`src/rtl/hazard_control_unit.sv`:
```
// hazard_control_unit: load-use stall, branch flush, memory freeze and stall counting for a 5-stage pipeline
module hazard_control_unit #(
  parameter int CNT_W = 16
) (
  input  logic             clk_i,
  input  logic             rst_ni,
  input  logic [4:0]       id_rs1_i,
  input  logic [4:0]       id_rs2_i,
  input  logic             id_rs1_used_i,
  input  logic             id_rs2_used_i,
  input  logic [4:0]       ex_rd_i,
  input  logic             ex_memread_i,
  input  logic             br_taken_i,
  input  logic             mem_busy_i,
  input  logic             clr_cnt_i,
  output logic             pc_we_o,
  output logic             if_id_we_o,
  output logic             pipe_we_o,
  output logic             if_id_flush_o,
  output logic             id_ex_flush_o,
  output logic             ld_haz_o,
  output logic [CNT_W-1:0] stall_cnt_o
);
  typedef enum logic [1:0] {RUN, BUBBLE, LDFWD} state_t;
  state_t           state_q, state_d;
  logic             ld_haz_q;
  logic [CNT_W-1:0] cnt_q, cnt_d;
  logic             lu;
  // hazard detection, enables, flushes and next-state; BUBBLE holds a bubble in EX so no load-use can be seen there
  always_comb begin
    lu = ex_memread_i && (|ex_rd_i) && state_q != BUBBLE &&
         ((ex_rd_i == id_rs1_i && id_rs1_used_i) || (ex_rd_i == id_rs2_i && id_rs2_used_i));
    pc_we_o       = rst_ni && !mem_busy_i && (br_taken_i || !lu);
    if_id_we_o    = pc_we_o;
    pipe_we_o     = rst_ni && !mem_busy_i;
    if_id_flush_o = !rst_ni || (!mem_busy_i && br_taken_i);
    id_ex_flush_o = !rst_ni || (!mem_busy_i && (br_taken_i || lu));
    state_d       = mem_busy_i ? state_q :
                    state_q == BUBBLE ? LDFWD :
                    (lu && !br_taken_i) ? BUBBLE : RUN;
    cnt_d         = clr_cnt_i ? '0 : (!pc_we_o && cnt_q != '1) ? cnt_q + CNT_W'(1) : cnt_q;
  end
  // state, registered forwarding pulse and saturating stall counter
  always_ff @(posedge clk_i or negedge rst_ni) begin
    if (!rst_ni) begin
      state_q  <= RUN;
      ld_haz_q <= 1'b0;
      cnt_q    <= '0;
    end else begin
      state_q  <= state_d;
      ld_haz_q <= state_d == LDFWD;
      cnt_q    <= cnt_d;
    end
  end
  assign ld_haz_o    = ld_haz_q;
  assign stall_cnt_o = cnt_q;
endmodule

```
`config.mk`:
```
export PLATFORM = sky130hd
export DESIGN_NAME = hazard_control_unit
export DESIGN_NICKNAME = d
export VERILOG_FILES = /design/src/rtl/hazard_control_unit.sv
export SDC_FILE = /design/constraint.sdc
export NUM_CORES = 1
export LEC_CHECK = 0
export ABC_CLOCK_PERIOD_IN_PS = 3000
export BUFFER_PORTS_ARGS = -buffer_cell sky130_fd_sc_hd__buf_2
export CORE_MARGIN = 8
export CORE_UTILIZATION = 52
export CTS_CLUSTER_DIAMETER = 80
export DETAILED_ROUTE_END_ITERATION = 7
export PLACE_DENSITY = 0.85
export SLEW_MARGIN = 20
export SYNTH_ARGS = -nofsm -noshare
export SYNTH_HDL_FRONTEND = slang
export SYNTH_SLANG_ARGS = --single-unit
```
`constraint.sdc`:
```
create_clock -name clk_i -period 3 [get_ports clk_i]
set_input_delay 0.6 -clock clk_i [delete_from_list [all_inputs] [get_ports clk_i]]
set_output_delay 0.6 -clock clk_i [all_outputs]
set_load 0.02 [all_outputs]
```
==> out/results.txt <==
status -> finished clean
CTS max path bufs -> 2
Area Growth Syn to Fin -> 21.1%
CP Capture Point -> if_id_we_o
Antenna Cells -> 0
Tightest Pin Transition -> 628 ps
Final Cycle Share -> 87.2%
Clock Pin Slew Worst Setup and Hold Paths -> 100 ps
die area -> 4040 um^2
# IOs -> 45
reg2reg setup slack -> 740 ps
reg2reg end -> stall_cnt_o[9]
clock skew -> 3.94 ps
wl on met1 -> 1.28 mm
fin crit period -> 2610 ps
leading post-synthesis cells by cell area -> dfrtp_1 (40%), xnor2_1 (7.5%), or3_1 (6.4%)
DRC viols -> 0
worst hold path type -> in -> async
top layer in use -> met4
Worst Setup SP -> ex_rd_i[3]
Final nets -> 195
initial antenna violation count -> 0
met2 routed WL -> 1.52 mm
Worst VDD drop -> 312 uV
Yosys reg bits -> 19
Cell Area, Synth -> 1170 um^2
P per Cell Area -> 343 nW/um^2
leading area contributor after synthesis -> dfrtp_1
Worst Path Arrival -> 2010 ps
largest net degree at the start of global routing -> 29
CP max-delay cell -> or4_4
area occupied by multi-input gates -> 646 um^2
die width -> 63.5 um
Mapped Cells -> 125
compound-gate portion of the synthesized area -> 21.3%
Mean Syn Cell Area -> 9.40 um^2
via count -> 1173
Top FF cell, synth -> dfrtp_1
count of cell types in the netlist -> 35
mux contribution to synthesized area -> 0.852%
DP HPWL -> 2.40 mm
crit start category -> input pin
total gr overflow -> 0
post-detailed-routing wire length -> 3.05 mm
Pint -> 347 uW
Crit Path Class -> in -> out
Post-Place Cells -> 194
Core ar. -> 2170 um^2
Die Y -> 63.5 um
setup TNS -> 0 ps
FILL cells -> 186
largest family of logic cells by synthesized area -> simple AND/OR/NAND/NOR gates
RSZ-0062 raised after global routing -> false
r2r worst-path depth -> 6
clock power share -> 26.6%
area fraction of the dominant cell type after synthesis -> 40.5%
register area share after synthesis -> 40.5%
CTS root buffer -> clkbuf_4
Psw -> 141 uW
Net Sw Frac -> 29.0%
# port buffers -> 44
XOR/XNOR share of the synthesized area -> 8.20%
number of synthesis warnings -> 0
Final ANT Viol Nets -> 0
first-pass GRT wire length -> 4.98 mm
H-tree levels -> 1
FMAX -> 382 MHz
Reg power frac -> 55.0%
final setup fails -> 0
Hold Buf Count CTS -> 0
Async SR Flop Fraction -> 100%
total power -> 488 uW
DRT Pass-1 Iters -> 4
vias in the first global route -> 1143
Vias/cell -> 5.92
post-CTS sizing -> 0
EDFF count, synth -> 0
total track usage -> 14.7%
layout cells sized above 1 -> 31.2%
max_slew headroom -> 58.0%
clk sinks -> 19
CTS Buf Count -> 3
commonest non-fill, non-tap cell in the layout -> buf_2
Reg-to-Reg Start -> stall_cnt_o[0]
Crit Path Max Fanout -> 4
standard-cell rows -> 17
initial DRC count -> 43
fin cells -> 198
syn nets -> 149
met3 routed WL -> 207 um
TritonCTS clock tree -> done
Initial Utilization -> 54.2%
Leak -> 0.667 nW
crit end category -> output pin
routability cong. -> 0.882
Slew Viols, Final -> 0
Crit path largest cell delay -> 540 ps
Comb pwr share -> 18.5%
Reg area -> 475 um^2
simple logic cell fraction of the synthesized area -> 23.5%
fraction of the mapped netlist area in adder cells -> 1.06%
postcts setup bufs -> 0
Critical Path Most Common Cell -> buf_2
maxcap violations -> 0
worst-path cell chain -> buf_2 > or4_4 > o2111ai_2 > inv_1 > a21boi_1 > buf_2
Clk Latency, worst-skew pair -> 300 ps
wire length per cell -> 15.4 um
final hold violation count -> 0
worst endpoint required time -> 2400 ps
most frequent cells in the layout -> buf_2 (44), dfrtp_1 (19), a21oi_1 (13)
-- per-stage QoR --
stage | instance area [um^2] | util, % | setup slack, ps | hold slack (ps)
final | 1420 | 65.6 | 385 | 95.0
after CTS | 1420 | 65.6 | 374 | 88.1
after floorplan | 1170 | - | 317 | 304
after global routing | 1420 | 65.6 | 298 | 87.6
after global placement | 1400 | 64.3 | 413 | 415
after detailed placement | 1400 | 64.3 | 379 | 422
-- cell usage after synthesis (all sizes together) (2+ instances only) --
cell type / number
o2111ai: 2
o21ai: 14
nand3: 8
and4: 2
nor2: 2
a21oi: 14
and3: 6
nand2: 8
o31ai: 2
or4: 2
xnor2: 10
a41oi: 2
o21bai: 2
buf: 3
inv: 3
or3: 12
o22ai: 2
nand4: 3
dfrtp: 19
-- power by group through the flow --
stage          combinational (mW)  clock, mW  sequential, mW
2_1_floorplan              0.0481          0           0.277
4_1_cts                    0.0914      0.136           0.268
3_5_place_dp               0.0907          0           0.273
5_1_grt                    0.0986      0.141           0.269
3_3_place_gp               0.0871          0           0.272
6_report                   0.0902      0.130           0.268
-- critical path: cells and delay by family --
family,cells,cell delay (ps)
AOI/OAI and AO/OA,2,470
buffers and inverters,3,400
and+or+nand+nor,1,540
-- area by class of cell --
class | instances | area share [%]
Sequential cell | 19 | 33.4
Timing Repair Buffer | 45 | 16.0
Clock inverter | 1 | 0.352
Multi-Input combinational cell | 99 | 45.4
Tap cell | 28 | 2.46
Clock buffer | 3 | 1.58
Inverter | 3 | 0.792
-- how the worst min path moves through the flow --
stage,to,depth (start not counted),startpoint
floorplan,ld_haz_o,0,rst_ni
global placement,state_q[0],1,rst_ni
detailed placement,state_q[1],1,rst_ni
CTS,state_q[1],1,rst_ni
global route,state_q[1],1,rst_ni
finish,ld_haz_o,1,rst_ni
-- kinds of logic (layout without fill, tap and decap cells) --
kind of cell | count (synthesis) | in the layout
and+or+nand+nor | 47 | 47
xor gates and xnor gates | 11 | 11
DFF | 19 | 19
buffers and inverters | 7 | 52
AOI/OAI and AO/OA | 39 | 39
adders and majority gates | 1 | 1
muxes | 1 | 1
-- sequential cells by signal, summed over array words and instances, names as in the netlist --
register     cells
ld_haz_o         1
stall_cnt_o     16
state_q          2
-- metal layers --
layer	up-vias	track usage, %
li1	562	-
met1	564	15.2
met2	41	26.6
met3	6	4.06
met4	0	6.41
met5	-	0
No activity file was read; power rests on OpenSTA's default activity.
